==> src/rtl/serial_full_adder_ctrl.sv <==
// Bit-serial adder stage: loads two WIDTH-bit operands plus carry-in, then
// feeds one bit per clock through a 1-bit full adder (LSB first), keeping
// the carry in a register and assembling the sum word in a shift register.
module serial_full_adder_ctrl #(
   parameter int WIDTH = 8
) (
   input  logic             clk,
   input  logic             rst,
   input  logic             start,
   input  logic [WIDTH-1:0] a,
   input  logic [WIDTH-1:0] b,
   input  logic             cin,
   output logic [WIDTH-1:0] sum,
   output logic             cout,
   output logic             busy,
   output logic             done
);

   localparam int CW = $clog2(WIDTH);
   localparam logic [CW-1:0] LAST_BIT = CW'(WIDTH - 1);

   typedef enum logic [1:0] {
      IDLE = 2'd0,
      ADD  = 2'd1,
      DONE = 2'd2
   } state_t;

   state_t           state;
   state_t           state_next;
   logic [CW-1:0]    bit_count;
   logic             carry;
   logic [WIDTH-1:0] shift_a;
   logic [WIDTH-1:0] shift_b;
   logic [WIDTH-1:0] sum_shift;
   logic             bit_sum;
   logic             bit_carry;
   logic             last_bit;

   assign last_bit = (bit_count == LAST_BIT);

   // One-bit full adder on the current LSBs and the registered carry.
   always_comb begin
      bit_sum   = shift_a[0] ^ shift_b[0] ^ carry;
      bit_carry = (shift_a[0] & shift_b[0]) | (shift_a[0] & carry) | (shift_b[0] & carry);
   end

   // Next-state and status outputs; start is only honoured in IDLE.
   always_comb begin
      state_next = state;
      busy       = 1'b0;
      done       = 1'b0;
      case (state)
         IDLE: begin
            if (start) begin
               state_next = ADD;
            end
         end
         ADD: begin
            busy = 1'b1;
            if (last_bit) begin
               state_next = DONE;
            end
         end
         DONE: begin
            done       = 1'b1;
            state_next = IDLE;
         end
         default: begin
            state_next = IDLE;
         end
      endcase
   end

   // State register; reset abandons any add in progress.
   always_ff @(posedge clk) begin
      if (rst) begin
         state <= IDLE;
      end else begin
         state <= state_next;
      end
   end

   // Operand load, per-bit shifting and result capture on the final bit.
   always_ff @(posedge clk) begin
      if (rst) begin
         shift_a   <= '0;
         shift_b   <= '0;
         sum_shift <= '0;
         carry     <= 1'b0;
         bit_count <= '0;
         sum       <= '0;
         cout      <= 1'b0;
      end else begin
         case (state)
            IDLE: begin
               if (start) begin
                  shift_a   <= a;
                  shift_b   <= b;
                  carry     <= cin;
                  bit_count <= '0;
                  sum_shift <= '0;
               end
            end
            ADD: begin
               shift_a   <= {1'b0, shift_a[WIDTH-1:1]};
               shift_b   <= {1'b0, shift_b[WIDTH-1:1]};
               sum_shift <= {bit_sum, sum_shift[WIDTH-1:1]};
               carry     <= bit_carry;
               if (last_bit) begin
                  sum  <= {bit_sum, sum_shift[WIDTH-1:1]};
                  cout <= bit_carry;
               end else begin
                  bit_count <= bit_count + 1'b1;
               end
            end
            default: begin
            end
         endcase
      end
   end

endmodule
==> config.mk <==
export PLATFORM = sky130hd
export DESIGN_NAME = serial_full_adder_ctrl
export DESIGN_NICKNAME = d
export VERILOG_FILES = /design/src/rtl/serial_full_adder_ctrl.sv
export SDC_FILE = /design/constraint.sdc
export NUM_CORES = 1
export LEC_CHECK = 0
export CAP_MARGIN = 20
export CORE_UTILIZATION = 40
export DETAILED_ROUTE_END_ITERATION = 8
export GPL_ROUTABILITY_DRIVEN = 0
export PLACE_DENSITY = 0.71
export SETUP_SLACK_MARGIN = 0.05
export SKIP_LAST_GASP = 1
export SYNTH_ARGS = -nofsm -noshare
export SYNTH_HDL_FRONTEND = slang
export SYNTH_SLANG_ARGS = --single-unit
==> constraint.sdc <==
create_clock -name clk -period 1.4 [get_ports clk]
set_clock_uncertainty 0.05 [all_clocks]
set_input_delay 0.21 -clock clk [delete_from_list [all_inputs] [get_ports clk]]
set_output_delay 0.21 -clock clk [all_outputs]
set_load 0.02 [all_outputs]
==> impl_metrics.csv, run 1 <==
group,metric,value,unit
critical_path,crit_buf_inv,1,
yosys,ys_ff_latch,38,
power_and_ir_drop,leakage,0.8615,nW
timing,final-setup-viol-count,0,
drt,via_per_inst,5.089,
critical_path,worstReg2RegStart,"state[1]$_SDFFE_PP0P_",
drt,drc,0,
die,die_x,69.72,um
die,num_rows,24,
cts,clk_latency,0.28,ns
timing,hold_violations,0,
critical_path,rr_endpoint,"shift_a[0]$_SDFFE_PP0P_",
drt,firstDrtPassIters,4,
cts,cts.sinks,38,
timing,setup_tns,0,ns
final_layout,final_common_cell,"dfxtp_1",
critical_path,crit_chain,"nor2b_1 > clkbuf_2",
min_path,min_path_type,"primary input to flip-flop",
yosys,synth_cells,169,
timing,final.period_utilization,0.9288,
drt,wl_per_cell,12.52,um
die,design.core.area,0.004384,sq mm
yosys,synthesis.nets,192,
drt,ant_nets,0,
final_layout,design_area,0.002335,sq mm
yosys,yosysTopAreaCell,"dfxtp_1",
critical_path,startpoint_type,"flip-flop",
min_path,hp-start,"rst",
grt,antenna_found_initial,0,
grt,grt_max_degree,39,
timing,tightest_slew,0.1882,ns
critical_path,path_class,"flip-flop to output pin",
drt,drtIter0Drc,74,
power_and_ir_drop,peakVddDrop,0.0004153,V
critical_path,ff2ff_path_depth,5,
placement,place_area,0.002230,sq mm
cts,clockBufferDepth,2,
final_layout,antenna_cells,0,
timing,slew_viol_final,0,
die,design.die.area,0.004860,sq mm
yosys,synth_area_per_cell,10.85,sq um
timing,fmax,0.7690,GHz
die,start_util,0.4184,
min_path,min_to,"shift_a[2]$_SDFFE_PP0P_",
placement,place_inst,249,
critical_path,cp_top_family,"flip-flops",
die,ioPinCount,31,
final_layout,stdcell_count,257,
min_path,hold_depth,3,
timing,max_slew_margin,0.8710,
final_layout,final_layout_size_suffix_gt1_frac,0.3951,
cts,htree_num_levels,2,
die,fp.dieH,69.72,um
yosys,ys_warn_count,0,
power_and_ir_drop,power_density,951.0,mW/mm^2
drt,num_vias,1308,
critical_path,cp_slowest_stage_delay,0.37,ns
outcome,outcome,"completed",
final_layout,num-nets-final,228,
yosys,synthTopCellsByArea,"dfxtp_1 (41%), a211oi_2 (10%), mux2i_1 (8.7%)",
cts,clkTransAtPathRegs,0.07,ns
critical_path,arrival,1.04,ns
timing,timing.hold.ws,0.3055,ns
grt,grt_pass1_vias,1261,
critical_path,crit_fanout,4,
final_layout,area_growth,27.29,%
yosys,yosysTopAreaCellShare,0.4147,
placement,dpl.hpwl,2.220,mm
final_layout,fillers,410,
critical_path,critPathCaptureType,"output pin",
timing,min_period,1.300,ns
cts,numCtsBuffers,5,
grt,grt_use_total,0.1427,
yosys,ys_seq_area_frac,0.4147,
final_layout,fin_util,0.5325,
cts,cts_tree,"done",
drt,drt_wl_total,3.217,mm
timing,rsz0062_at_grt,"yes",
yosys,ys_types,30,
placement,io_buffer_count,30,
critical_path,cp_slowest_cell,"dfxtp_2",
run,drv_cap,0,
final_layout,final_cell_mix,"dfxtp_1 (34), clkdlybuf4s50_1 (18), mux2i_1 (16), nor2_2 (15), a211oi_2 (15)",
grt,grt.overflow.total,0,
cts,root_buffer,"clkbuf_8",
yosys,syn_area,0.001834,sq mm
critical_path,critPathRequiredTime,1.14,ns
grt,grt_pass1_wl,5.595,mm
critical_path,ff2ff_setup_slack,0.12,ns
critical_path,critical_path_depth,2,
-- tightest hold or removal path: stages --
cell and delay (ns):
buf_2 0.10, buf_12 0.23, a211oi_2 0.05
-- metal layers --
| metal | track usage | share of wire | vias to the layer above |
|---|---|---|---|
| met5 | 0 | 0 | - |
| met2 | 0.2298 | 0.45 | 24 |
| met3 | 0.03634 | 0.039 | 5 |
| met1 | 0.1839 | 0.50 | 608 |
| met4 | 0.05333 | 0.012 | 0 |
| li1 | - | - | 671 |
-- cell families after synthesis --
kind of cell / share of synthesized area
flip-flops: 0.4147
buffers and inverters: 0.07843
adder cells (fa/ha/maj): 0.02455
multiplexers: 0.08731
AND/OR/NAND/NOR: 0.1849
AO/OA/AOI/OAI: 0.2101
-- synthesized netlist by cell type --
master,number
dfxtp_1,38
mux2i_1,16
a211oi_2,15
nor2_2,15
nand2_1,12
nor2_1,11
a21oi_2,9
a22oi_1,9
nand3_2,9
buf_2,5
buf_6,4
nand3_1,4
a31oi_1,3
buf_12,2
ha_1,2
a21oi_1,1
buf_1,1
buf_4,1
buf_8,1
clkbuf_1,1
fa_1,1
inv_1,1
nand3b_1,1
nor2b_1,1
nor2b_4,1
nor3_1,1
nor3b_1,1
nor4b_1,1
o21ba_4,1
o21bai_2,1
-- worst max path at each step --
stage | start | slack, ns | endpoint
final | state[1]$_SDFFE_PP0P_ | 0.1 | done
after global routing | state[1]$_SDFFE_PP0P_ | 0.05 | shift_a[4]$_SDFFE_PP0P_
after CTS | state[1]$_SDFFE_PP0P_ | -0.11 | done
after detailed placement | start | -0.10 | shift_a[3]$_SDFFE_PP0P_
after global placement | start | -0.08 | shift_a[6]$_SDFFE_PP0P_
after floorplan | bit_count[0]$_SDFFE_PP0P_ | 0.04 | bit_count[1]$_SDFFE_PP0P_
-- final cells by class --
class / instances / area, sq um / area share
Tap cell: 52 / 65.06 / 0.02787
Multi-Input combinational cell: 115 / 965.9 / 0.4137
Inverter: 1 / 3.754 / 0.001608
Clock buffer: 7 / 76.32 / 0.03269
Sequential cell: 38 / 765.7 / 0.3280
Timing Repair Buffer: 44 / 457.9 / 0.1961
-- registers in the layout (all words and copies together) (netlist names) --
register and count:
bit_count 3, state 2, shift_a 8, shift_b 8, carry 1, cout 1
sum_shift 7, sum 8
-- what timing repair did --
item / 4_1_cts / 5_1_grt
setup buffers: 0 / 1
endpoints found under the setup margin: 18 / 29
hold buffers: 0 / 0
resized for setup: 14 / 12
-- power breakdown --
group,total (W),internal (W),leakage [nW],switching (W)
registers,0.00117,0.00113,0.312,0.0000374
clock network,0.000696,0.000343,0.0383,0.000353
logic,0.000355,0.000191,0.511,0.000165
total,0.00222,0.00167,0.862,0.000555
-- per-stage QoR --
step / setup slack (ns) / total power (W)
final: 0.09967 / 0.002220
after global routing: 0.04712 / 0.002322
after CTS: -0.1050 / 0.002245
after detailed placement: -0.1035 / 0.001548
after global placement: -0.07770 / 0.001545
after floorplan: 0.04440 / 0.001446
(Power assumes the default switching activity.)
==> run 2: changes to the inputs <==
CAP_MARGIN = default   (was 20)
==> results of run 2 <==
The final DEF is identical to that of run 1; final timing and power are the same.
==> run 3: changes to the inputs <==
HOLD_SLACK_MARGIN = 0.02   (was default)
PLACE_DENSITY = 0.69   (was 0.71)
clock period = 1.5 ns   (was 1.4 ns; I/O delays follow)
==> impl_metrics.csv, run 3 (same netlist as run 1, synthesis figures left out) <==
group,metric,value,unit
power_and_ir_drop,combPwrFrac,0.143,
critical_path,critical_path_depth,2,
critical_path,ff2ff_path_depth,6,
critical_path,rr_endpoint,"sum[0]$_SDFFE_PP0P_",
power_and_ir_drop,peakVddDrop,0.0006854,V
placement,io_buffer_count,30,
critical_path,cp-startpoint,"state[1]$_SDFFE_PP0P_",
cts,cts_tree,"done",
timing,hold_violations,0,
critical_path,critPathRequiredTime,1.22,ns
critical_path,critPathCaptureType,"output pin",
min_path,hold_depth,2,
die,ioPinCount,31,
cts,clkTransAtPathRegs,0.07,ns
min_path,min_path_type,"primary input to flip-flop",
drt,ant_nets,0,
die,fp.dieH,69.72,um
die,design.core.area,0.004384,sq mm
power_and_ir_drop,power_density,977.7,mW/mm^2
timing,final-setup-viol-count,0,
critical_path,path_class,"flip-flop to output pin",
timing,tightest_slew,0.3902,ns
drt,firstDrtPassIters,4,
grt,grt_max_degree,21,
cts,numCtsBuffers,5,
timing,timing.hold.ws,0.2859,ns
grt,grt_pass1_wl,5.940,mm
grt,grt_pass1_vias,1366,
run,drv_cap,0,
die,start_util,0.4184,
cts,cts_hold_buf,0,
grt,grt.overflow.total,0,
final_layout,reg_top3,"shift_a: 8 flops, shift_b: 8 flops, sum: 8 flops",
critical_path,endpoint,"done",
timing,setup_tns,0,ns
power_and_ir_drop,leakage,0.8670,nW
placement,dpl.hpwl,2.467,mm
final_layout,num-nets-final,228,
critical_path,cp_top_family,"flip-flops",
cts,htree_num_levels,2,
die,die_x,69.72,um
drt,drt_wl_total,3.429,mm
cts,cts.sinks,38,
drt,drtIter0Drc,68,
cts,clockBufferDepth,2,
final_layout,antenna_cells,0,
timing,rsz0062_at_grt,"yes",
cts,root_buffer,"clkbuf_8",
critical_path,arrival,1.14,ns
die,num_rows,24,
final_layout,final_cell_mix,"dfxtp_1 (36), clkdlybuf4s50_1 (18), mux2i_1 (16), nor2_2 (15), a211oi_2 (15)",
power_and_ir_drop,finalPower,0.002268,W
critical_path,crit_fanout,4,
critical_path,worstReg2RegStart,"bit_count[0]$_SDFFE_PP0P_",
drt,wl_per_cell,13.29,um
critical_path,cp_slowest_stage_delay,0.38,ns
drt,drc,0,
power_and_ir_drop,seqPwrFrac,0.480,
drt,num_vias,1331,
power_and_ir_drop,p_sw,0.0005545,W
power_and_ir_drop,switching_share,0.2445,
final_layout,fin_util,0.5291,
critical_path,crit_buf_inv,1,
cts,clk_latency,0.29,ns
timing,slew_viol_final,0,
grt,grt_use_total,0.1535,
timing,max_slew_margin,0.7398,
grt,antenna_found_initial,0,
critical_path,ff2ff_setup_slack,0.13,ns
timing,min_period,1.414,ns
timing,final.period_utilization,0.9429,
final_layout,final_layout_size_suffix_gt1_frac,0.3738,
power_and_ir_drop,internal_power,0.001713,W
final_layout,area_growth,26.47,%
drt,via_per_inst,5.159,
critical_path,crit_chain,"nor2b_1 > dlygate4sd2_1",
die,design.die.area,0.004860,sq mm
final_layout,final_common_cell,"dfxtp_1",
critical_path,startpoint_type,"flip-flop",
critical_path,cp_slowest_cell,"dfxtp_2",
power_and_ir_drop,pwr-share-clk,0.377,
timing,fmax,0.7070,GHz
outcome,outcome,"completed",
-- run 3: changes by cell type in the layout (fill, tap and decap cells not counted), sizes merged --
cell	change
clkbuf	-3
clkinv	+2
buf	-1
bufinv	+1
clkdlybuf4s15	+1
dlygate4sd2	+1
-- run 3: timing repair --
| item | 4_1_cts | 5_1_grt |
|---|---|---|
| gates resized for setup | 14 | 5 |
| setup endpoints to repair | 36 | 24 |
| setup buffers | 2 | 0 |
-- run 3: worst min path at each step --
stage / startpoint / endpoint / slack (ns)
5_1_grt: rst / state[1]$_SDFFE_PP0P_ / 0.30
6_report: rst / shift_a[7]$_SDFFE_PP0P_ / 0.29
2_1_floorplan: a[7] / shift_a[7]$_SDFFE_PP0P_ / 0.32
3_3_place_gp: sum_shift[1]$_SDFFE_PP0P_ / sum[0]$_SDFFE_PP0P_ / 0.40
3_5_place_dp: sum[4]$_SDFFE_PP0P_ / sum[4]$_SDFFE_PP0P_ / 0.41
4_1_cts: rst / state[1]$_SDFFE_PP0P_ / 0.28
-- run 3: cell type report --
cell class                      count  area [sq um]
Timing Repair Buffer               44         436.7
Sequential cell                    38         763.2
Fill cell                         380          2064
Multi-Input combinational cell    115         942.2
Tap cell                           52         65.06
Inverter                            1         3.754
Clock buffer                        5         68.82
Clock inverter                      3         40.04
-- run 3: power groups by stage --
stage          Sequential (W)  Combinational (W)  Clock [W]
5_1_grt               0.00110           0.000356   0.000927
6_report              0.00109           0.000325   0.000854
4_1_cts               0.00109           0.000330   0.000876
2_1_floorplan         0.00111           0.000244          0
3_5_place_dp          0.00111           0.000328          0
3_3_place_gp          0.00111           0.000312          0
-- run 3: through the flow --
| step | instances | instance area [sq um] | setup WS [ns] |
|---|---|---|---|
| floorplan | 169 | 1834 | 0.1285 |
| global placement | 248 | 2182 | 0.005969 |
| detailed placement | 248 | 2182 | -0.07204 |
| CTS | 258 | 2301 | 0.005937 |
| global route | 258 | 2320 | 0.01543 |
| finish | 258 | 2320 | 0.08564 |
-- run 3: layer usage --
| layer | share of wire | track usage | routed length, um |
|---|---|---|---|
| met1 | 0.44 | 0.1733 | 1513 |
| met2 | 0.51 | 0.2848 | 1765 |
| met3 | 0.035 | 0.03488 | 119 |
| met4 | 0.0087 | 0.04667 | 30 |
| met5 | 0 | 0 | 0 |
